[src/rtl/fetch_unit.sv]
// Instruction fetch stage: drives PC to instruction memory and registers fetched
// words into IF/ID, with a one-entry skid buffer to absorb downstream stalls.
module fetch_unit (
  input  logic        Clk,
  input  logic        Clr,
  input  logic        LE,
  input  logic        branch_taken,
  input  logic [7:0]  branch_target,
  output logic        imem_req,
  output logic [7:0]  imem_addr,
  input  logic [31:0] imem_rdata,
  input  logic        imem_ready,
  output logic [31:0] IFID_instr,
  output logic [7:0]  IFID_next_pc,
  output logic        IFID_valid
);

  typedef enum logic {FETCH = 1'b0, HOLD = 1'b1} state_t;

  state_t      state_reg, state_next;
  logic [7:0]  pc_reg, pc_next;
  logic [31:0] skid_instr_reg, skid_instr_next;
  logic [7:0]  skid_npc_reg, skid_npc_next;
  logic [31:0] ifid_instr_reg, ifid_instr_next;
  logic [7:0]  ifid_npc_reg, ifid_npc_next;
  logic        ifid_valid_reg, ifid_valid_next;
  logic [7:0]  pc_plus4;

  // 8-bit wrap is intentional: 0xFC + 4 rolls over to 0x00.
  assign pc_plus4 = pc_reg + 8'd4;

  always_ff @(posedge Clk or negedge Clr) begin
    if (!Clr) begin
      state_reg      <= FETCH;
      pc_reg         <= 8'h00;
      skid_instr_reg <= 32'h0;
      skid_npc_reg   <= 8'h00;
      ifid_instr_reg <= 32'h0;
      ifid_npc_reg   <= 8'h00;
      ifid_valid_reg <= 1'b0;
    end else begin
      state_reg      <= state_next;
      pc_reg         <= pc_next;
      skid_instr_reg <= skid_instr_next;
      skid_npc_reg   <= skid_npc_next;
      ifid_instr_reg <= ifid_instr_next;
      ifid_npc_reg   <= ifid_npc_next;
      ifid_valid_reg <= ifid_valid_next;
    end
  end

  always_comb begin
    state_next      = state_reg;
    pc_next         = pc_reg;
    skid_instr_next = skid_instr_reg;
    skid_npc_next   = skid_npc_reg;
    ifid_instr_next = ifid_instr_reg;
    ifid_npc_next   = ifid_npc_reg;
    ifid_valid_next = ifid_valid_reg;

    if (branch_taken) begin
      // Redirect overrides stalls, buffered words and any same-cycle response.
      state_next      = FETCH;
      pc_next         = {branch_target[7:2], 2'b00};
      skid_instr_next = 32'h0;
      skid_npc_next   = 8'h00;
      ifid_instr_next = 32'h0;
      ifid_npc_next   = 8'h00;
      ifid_valid_next = 1'b0;
    end else begin
      case (state_reg)
        FETCH: begin
          if (imem_ready) begin
            if (LE) begin
              ifid_instr_next = imem_rdata;
              ifid_npc_next   = pc_plus4;
              ifid_valid_next = 1'b1;
              pc_next         = pc_plus4;
            end else begin
              skid_instr_next = imem_rdata;
              skid_npc_next   = pc_plus4;
              state_next      = HOLD;
            end
          end else if (LE) begin
            ifid_instr_next = 32'h0;
            ifid_npc_next   = 8'h00;
            ifid_valid_next = 1'b0;
          end
        end
        HOLD: begin
          if (LE) begin
            ifid_instr_next = skid_instr_reg;
            ifid_npc_next   = skid_npc_reg;
            ifid_valid_next = 1'b1;
            pc_next         = pc_plus4;
            state_next      = FETCH;
          end
        end
        default: state_next = FETCH;
      endcase
    end
  end

  assign imem_req     = (state_reg == FETCH);
  assign imem_addr    = pc_reg;
  assign IFID_instr   = ifid_instr_reg;
  assign IFID_next_pc = ifid_npc_reg;
  assign IFID_valid   = ifid_valid_reg;

endmodule

[config.mk]
export PLATFORM = sky130hd
export DESIGN_NAME = fetch_unit
export DESIGN_NICKNAME = d
export VERILOG_FILES = /design/src/rtl/fetch_unit.sv
export SDC_FILE = /design/constraint.sdc
export NUM_CORES = 1
export LEC_CHECK = 0
export CELL_PAD_IN_SITES_DETAIL_PLACEMENT = 1
export CELL_PAD_IN_SITES_GLOBAL_PLACEMENT = 1
export CORE_MARGIN = 2
export CORE_UTILIZATION = 30
export CTS_CLUSTER_DIAMETER = 200
export DETAILED_ROUTE_END_ITERATION = 12
export PLACE_DENSITY_LB_ADDON = 0.1
export SKIP_LAST_GASP = 1
export SLEW_MARGIN = 40
export SYNTH_ARGS = -nofsm -noshare
export SYNTH_HDL_FRONTEND = slang
export SYNTH_SLANG_ARGS = --single-unit
[constraint.sdc]
create_clock -name Clk -period 2.37 [get_ports Clk]
set_clock_uncertainty 0.1 [all_clocks]
set_input_delay 0.474 -clock Clk [delete_from_list [all_inputs] [get_ports Clk]]
set_output_delay 0.474 -clock Clk [all_outputs]
set_load 0.01 [all_outputs]
* Word-level counts from Yosys, hierarchy flattened
Cells that the tools add are included.
** Storage, ports and cells
- Register bits :: 90
- Input bits :: 45
- Output and inout port bits :: 50
- Logic and storage cells :: 51
** Cells by class
- $add $sub $neg :: 1
- Equal/unequal tests :: 6
- Mux-type cells :: 33
- Bitwise operators :: 1
- Reduce and logical (&&, ||, !) cells :: 3
** Operators by type and width (number)
- 32-bit two-way mux :: 9
- 8-bit two-way mux :: 12
- 32-bit case mux with 2 select lines :: 1
- 8-bit case mux with 2 select lines :: 2
- 8-bit by 3-bit adder with 8-bit output (second input constant) :: 1
- 1-bit two-way mux :: 7
- 3-bit inequality test (second input constant) :: 2
- 4-bit by 3-bit inequality test with 1-bit output (second input constant) :: 1
- 1-bit case mux with 2 select lines :: 2
- 3-bit by 2-bit inequality test with 1-bit output (second input constant) :: 1
- 3-bit AND reduction :: 1
- 2-bit by 1-bit inequality test with 1-bit output (second input constant) :: 1
- 2-bit inequality test (second input constant) :: 1
- 2-bit AND reduction :: 1
- 2-bit nonzero test :: 1
- 1-bit NOT :: 1

* Logic depth before layout (Yosys ltp)
- Word-level depth :: 5
- Gate-level depth with buffers :: 6
- Gate-level depth less buffers :: 4

* Worst setup path after synthesis
Ideal clock, no wire load.
- Path kind :: in2reg
- Start point :: input branch_taken
- End point :: register ifid_instr_reg[23] (netlist: IFID_instr[23])
- Library setup time :: 0.077 ns
- Arrival time :: 1.490 ns
- Data required time :: 2.193 ns
- Slack :: 0.703 ns
- Stages on the path :: 5
- Buffers on the path :: 2
- Path through :: clkbuf_1 nor3b_2 buf_2 a22oi_1 a21oi_1
** On the way
- Longest elaborated chain between the ends :: 2
- Elaborated cells between the ends (all ways) :: 4
- Those cells by class :: 2 x eq/ne; 1 x mux; 1 x reduce/logical
** Ends and longest elaborated chain
- start: declaration :: line 7 : input logic branch_taken,
- 3-bit inequality test (no line)
- 2-bit AND reduction (no line)
- end signal: assignment :: line 46 : ifid_instr_reg <= ifid_instr_next;
- end: declaration :: line 24 : logic [31:0] ifid_instr_reg, ifid_instr_next;
Parallel ways exist; a longest one is shown, timed or not.
A chain may end at the register's enable or synchronous reset.

* Worst setup path after layout
- Start point :: register pc_reg[5] (netlist: imem_addr[5])
- End point :: output imem_addr[5]
** RTL lines
- start: declaration :: line 21 : logic [7:0] pc_reg, pc_next;
- start signal: assignment :: line 43 : pc_reg <= pc_next;
- end: declaration :: line 10 : output logic [7:0] imem_addr,
No word-level cell between the ends.

==> metrics.md <==
| Metric | Value |
|---|---|
| Crit end category | primary output |
| Setup Buffers After CTS | 0 |
| Most frequent cell after synthesis | dfrtp_1 |
| Number of global-route vias before repair | 3428 |
| Yosys warns | 0 |
| Hold slack | -8.569 ps |
| H-tree depth | 3 |
| Number of inserted diodes | 0 |
| XOR/XNOR share of the synthesized area | 1.147% |
| Failing checks | negative hold slack |
| Area share of fa/ha/maj cells after synthesis | 0.3278% |
| Clock buffer depth | 2 |
| Slew headroom | 54.60% |
| Startpoint Class | flop |
| Synth Area in Simple Gates | 14.59% |
| CP delay by family, top | buffers and inverters |
| Largest net degree at the start of global routing | 41 |
| TritonCTS clock tree | yes |
| CP Cell Sequence | clkdlybuf4s50_1 |
| EDFF count, synth | 0 |
| Post-cts gate resize count | 0 |
| Worst vdd ir | 0.0004337 V |
| P per Cell Area | 694.9 nW/um2 |
| # nets final | 510 |
| CP max stage cell | clkdlybuf4s50_1 |
| Fin crit period | 2027 ps |
| Routed WL per cell | 16.69 um |
| I/O Buffers | 90 |
| Number of top-level pins | 95 |
| Vias | 3216 |
| First-pass DRT Iterations | 5 |
| Final WS setup | 343.4 ps |
| Vias per inst | 5.017 |
| Mapped Area | 3817 um2 |
| Starting Density | 30.50% |
| Area delta synth->final | 36.97% |
| Max-cap violations | 0 |
| Mux contribution to synthesized area | 0.2622% |
| DR iter-0 viols | 128 |
| Synth Flop Type | dfrtp_1 |
| Crit Path Category | flop to primary output |
| First-pass GRT wire length | 17.93 mm |
| Final slew viol count | 0 |
| Worst-Margin Slew | 681.0 ps |
| Die H | 116.8 um |
| RSZ-0062 raised after global routing | false |
| GRT Resource Usage Total | 16.96% |
| Final WL | 10.70 mm |
| Crit path max fanout | 8 |
| Register area share after synthesis | 56.37% |
| Post-route DRC | 0 |
| Pre-CTS setup slack | 141.6 ps |
| CP bufs+invs | 1 |
| Syn Area/Cell | 10.07 um2 |
| DP Wirelength | 7.112 mm |
| Largest family of logic cells by synthesized area | compound AO/OA/AOI/OAI gates |
| Clock transition at path regs | 60 ps |
| DP Area | 4927 um2 |
| Root Buffer | clkbuf_16 |
| LEAKAGE | 2.210 nW |
| # clock sinks | 86 |
| Top cells by instance count after synthesis | 86 x dfrtp_1, 49 x nand2_1, 43 x nor2_1, 40 x a21oi_1, 35 x a22oi_1 |
| Worst-skew pair later-pin latency | 330 ps |
| Hold Crit Class | input port to async pin |
| Fin util | 41.77% |
| GP Congestion | 0.7491 |
| Core Area | 12520 um2 |
| Mapped Cells | 379 |
| Yosys reg bits | 86 |
| Final Setup Violations | 0 |
| Rows | 41 |
| Layout cells sized above 1 | 9.595% |
| Synth Area in Compound Gates | 22.58% |
| Final hold vios | 7 |
| Area contributors post-synth | dfrtp_1 56%, a22oi_1 6.9%, a21oi_1 5.2%, nand2_1 4.8%, nor2_1 4.2% |
| Setup TNS | 0 ps |
| Biggest area consumer among synthesized cells | dfrtp_1 |
| Asr flop ratio synth | 100.0% |
| Synth unique cells | 39 |
| Worst Path Required | 1800 ps |
| Design Area, Final | 5229 um2 |
| Initial antenna violation count | 0 |
| Global route overflow | 0 |
| Peak per-stage delay on the critical path | 600 ps |
| Share of the synthesized area in the top cell type | 56.37% |
| Number of buffers created by CTS | 9 |
| Antenna-violating nets left | 0 |
| Number of hold buffers added after cts | 0 |
| Status | complete, but fails checks |
| Die X-Extent | 116.8 um |
| Fmax | 0.4934 GHz |
| Die area | 13640 um2 |
| Fin crit share | 85.51% |
| Arr. time, crit path | 1450 ps |
## layer usage
layer  track usage [%]  wire length [um]  up-vias
met3             3.862               488        8
met2             27.78              5117       60
met4             4.706                93        0
li1                  -                 -     1515
met5                 0                 0        -
met1             22.72              5000     1633
## kinds of logic after synthesis
logic type / after synthesis
flops: 86
buf+inv: 39
simple gates: 120
xor+xnor: 5
compound gates: 126
mux: 1
other cells: 1
fa+ha+maj: 1
## cell type report
class	instances	area, um2
Sequential cell	86	2152
Tap cell	172	215.2
Clock buffer	12	256.5
Timing Repair Buffer	110	1051
Multi-Input combinational cell	255	1501
Clock inverter	4	45.04
Inverter	2	7.507
Fill cell	1439	7288
## path summary, 6_finish.rpt
kind / start / end / slack, ps / cells past startpoint
setup / recovery: imem_addr[5] / imem_addr[5] / 340 / 1
setup reg to reg: imem_addr[2] / imem_addr[7] / 590 / 3
hold reg to reg: skid_instr_reg[16] / skid_instr_reg[16] / 410 / 1
max in group asynchronous: Clr / IFID_instr[21] / 1490 / 2
min in group Clk: skid_instr_reg[16] / skid_instr_reg[16] / 410 / 1
hold / removal: Clr / IFID_instr[19] / -9 / 1
## cell usage in the layout (no fill, tap or decap), types with 5 or more instances in the layout
master / instances
clkdlybuf4s50_1: 87
a22oi_1: 35
dfrtp_1: 86
a21oi_1: 40
nor2_1: 43
o21ai_0: 5
buf_4: 20
nand2_1: 49
a211oi_1: 18
a22o_1: 15
clkbuf_16: 9
nand3_1: 8
## stage by stage
stage	std cells	total power (W)	hold WS, ps
finish	641	0.003633	-8.569
global route	641	0.003815	17.09
CTS	641	0.003687	2.571
detailed placement	625	0.002222	361.2
global placement	625	0.002212	356.0
floorplan	380	0.001894	78.41
## where the power goes
group / internal [W] / switching [W]
Sequential: 0.00156 / 0.0000658
Clock: 0.000870 / 0.000579
Combinational: 0.000278 / 0.000282
Note: power is estimated with default switching activity, not from simulation.
==> RTL edit, RTL diff (same flow settings) <==
Add an input register stage for `branch_target`, with the module's reset; this delays it by one clock. The other inputs are not delayed to match.
--- a/src/rtl/fetch_unit.sv
+++ b/src/rtl/fetch_unit.sv
@@ -16,6 +16,16 @@
 );
 
   typedef enum logic {FETCH = 1'b0, HOLD = 1'b1} state_t;
+
+  logic [7:0] branch_target_q;
+
+  always_ff @(posedge Clk or negedge Clr) begin
+    if (!Clr) begin
+      branch_target_q <= '0;
+    end else begin
+      branch_target_q <= branch_target;
+    end
+  end
 
   state_t      state_reg, state_next;
   logic [7:0]  pc_reg, pc_next;
@@ -61,7 +71,7 @@
     if (branch_taken) begin
       // Redirect overrides stalls, buffered words and any same-cycle response.
       state_next      = FETCH;
-      pc_next         = {branch_target[7:2], 2'b00};
+      pc_next         = {branch_target_q[7:2], 2'b00};
       skid_instr_next = 32'h0;
       skid_npc_next   = 8'h00;
       ifid_instr_next = 32'h0;
Function: changed (a bounded check fails within 4 cycles, from zero or initial values).
==> RTL edit against the original RTL <==
Core utilization decreased by 0.69 points; routed wire length is 6.2% higher; sequential cell count increased by 6; final area rose by 3.2%; clock power shrank 3%; combinational power rose by 2%; area after synthesis rose by 4.9%; setup slack improved by 0.0045 ns; global-route usage is 0.053 points lower; power up 1.9%; sequential power rose by 7%; largest cell class unchanged; largest power group unchanged.
==> RTL edit: results (changes against the original RTL) <==
{| class="wikitable"
! Metric !! Value
|-
| Outcome || finished clean (was complete, but fails checks)
|-
| Nets@finish || 539 (was 510)
|-
| Worst r2r dst || IFID_next_pc[7] (was imem_addr[7])
|-
| Tot GR Track Use || 16.9% (was 17.0%)
|-
| Share of synthesized registers carrying an async set or reset || 100% (unchanged)
|-
| Post-synthesis cell type count || 36 (was 39)
|-
| Half-perimeter wire length after placement || 7140 um (was 7110 um)
|-
| Via count of the first global-routing pass || 3,630 (was 3,428)
|-
| IR Drop Worst-Case VDD || 0.305 mV (was 0.434 mV)
|-
| CTS max path bufs || 2 (unchanged)
|-
| Share of layout cells above drive strength 1 || 8.43% (was 9.59%)
|-
| Worst R2R Path Depth || 4 (was 3)
|-
| Resized cells post-CTS || 0 (unchanged)
|-
| DR pass1 iterations || 4 (was 5)
|-
| Last weighted congestion value of the routability-driven placer || 0.723 (was 0.749)
|-
| Global-route wire length before repair || 19,100 um (was 17,900 um)
|-
| Largest net degree at the start of global routing || 93 (was 41)
|-
| P_leak || 2.24 nW (was 2.21 nW)
|-
| Clock slew seen by the registers of the worst setup and hold paths || 0.06 ns (about the same)
|-
| Cell types with the largest area share after synthesis || sky130_fd_sc_hd__dfrtp_1 57%, sky130_fd_sc_hd__nand2_1 7.0%, sky130_fd_sc_hd__a21oi_1 6.6% (was sky130_fd_sc_hd__dfrtp_1 56%, sky130_fd_sc_hd__a22oi_1 6.9%, sky130_fd_sc_hd__a21oi_1 5.2%)
|-
| Cts bufs inserted || 9 (unchanged)
|-
| Cell with the biggest individual delay on the critical path || sky130_fd_sc_hd__clkdlybuf4s50_1 (unchanged)
|-
| Number of port buffers || 90 (unchanged)
|-
| Rel. slew slack || 53.4% (was 54.6%)
|-
| Worst hold-check path type || in -> async (unchanged)
|-
| Most numerous cell types in the synthesized netlist || 92 x sky130_fd_sc_hd__dfrtp_1, 75 x sky130_fd_sc_hd__nand2_1, 53 x sky130_fd_sc_hd__a21oi_1 (was 86 x sky130_fd_sc_hd__dfrtp_1, 49 x sky130_fd_sc_hd__nand2_1, 43 x sky130_fd_sc_hd__nor2_1)
|-
| Start of the worst register-to-register path || state_reg (was imem_addr[2])
|-
| Number of antenna cells inserted || 0 (unchanged)
|-
| Wirelength per Cell || 16.9 um (was 16.7 um)
|-
| Number of H-tree levels || 3 (unchanged)
|-
| Initial antenna violation count || 0 (unchanged)
|-
| Filler instances || 1,501 (was 1,439)
|-
| Initial drt markers || 144 (was 128)
|-
| Clock insertion delay at the later pin of the skew report || 0.34 ns
|-
| Register-to-register path setup slack || approximately 0.58 ns
|-
| Vias per cell || 5.01 (was 5.02)
|-
| Share of synthesized area occupied by flip-flops and latches || 57.5% (was 56.4%)
|}
[RTL edit: changes by cell type in the layout (fill, tap and decap cells not counted), moves of 4 or more]
cell | before | now
sky130_fd_sc_hd__nand2_1 | 49 | 75
sky130_fd_sc_hd__a22o_1 | 15 | 0
sky130_fd_sc_hd__a21oi_1 | 40 | 53
sky130_fd_sc_hd__buf_4 | 20 | 14
sky130_fd_sc_hd__dfrtp_1 | 86 | 92
sky130_fd_sc_hd__a211oi_1 | 18 | 22
[RTL edit: through the flow]
step,util [%],hold slack (ns),area (um^2),std cells,setup slack [ns]
3_3_place_gp,38.9,0.345,5110,658,0.207
2_1_floorplan,-,0.0784,4010,415,0.642
3_5_place_dp,38.9,0.358,5110,658,0.198
5_1_grt,41.1,0.103,5400,674,0.275
6_report,41.1,0.0722,5400,674,0.348
4_1_cts,41.1,0.107,5400,674,0.317
[RTL edit: cell type report]
class                      count  area [um^2]  area share (%)
tap                          176          220            4.08
sequential                    92         2300            42.7
multi-input combinational    282         1530            28.4
inverter                       2         7.51           0.139
clock inverter                 4         22.5           0.417
timing repair buffer         106         1050            19.4
clock buffer                  12          267            4.94
[RTL edit: how the worst max path moves through the flow]
stage          slack (ns)               to  depth (start not counted)    startpoint
2_1_floorplan        0.64  IFID_next_pc[7]                          4    imem_ready
3_3_place_gp         0.21  skid_npc_reg[1]                          5    imem_ready
3_5_place_dp         0.20  skid_npc_reg[1]                          5    imem_ready
4_1_cts              0.32     imem_addr[5]                          1  imem_addr[5]
5_1_grt              0.27     imem_addr[5]                          1  imem_addr[5]
6_report             0.35     imem_addr[5]                          1  imem_addr[5]
[RTL edit: routing by layer]
| layer | share of wire, % | vias to the layer above | wire length (um) | track usage (%) |
|---|---|---|---|---|
| met4 | 1.5 | 0 | 166 | 6.25 |
| met2 | 49 | 60 | 5600 | 28.0 |
| li1 | - | 1597 | - | - |
| met3 | 4.1 | 11 | 466 | 3.56 |
| met5 | 0 | - | 0 | 0 |
| met1 | 45 | 1711 | 5130 | 21.8 |
[RTL edit: report_power, final]
| part | leakage (nW) | switching, mW | internal, mW |
|---|---|---|---|
| registers | 1.21 | 0.0695 | 1.67 |
| clock network | 0.144 | 0.606 | 0.792 |
| logic | 0.889 | 0.293 | 0.277 |
[RTL edit: logic make-up after synthesis]
family          Yosys count  share of synthesized area [%]
simple gates            144                           15.6
compound gates          129                           20.5
flops                    92                           57.5
buf+inv                  41                           4.59
xor+xnor                  5                           1.09
fa+ha+maj                 1                          0.312
other cells               1                         0.0937
mux                       1                          0.250
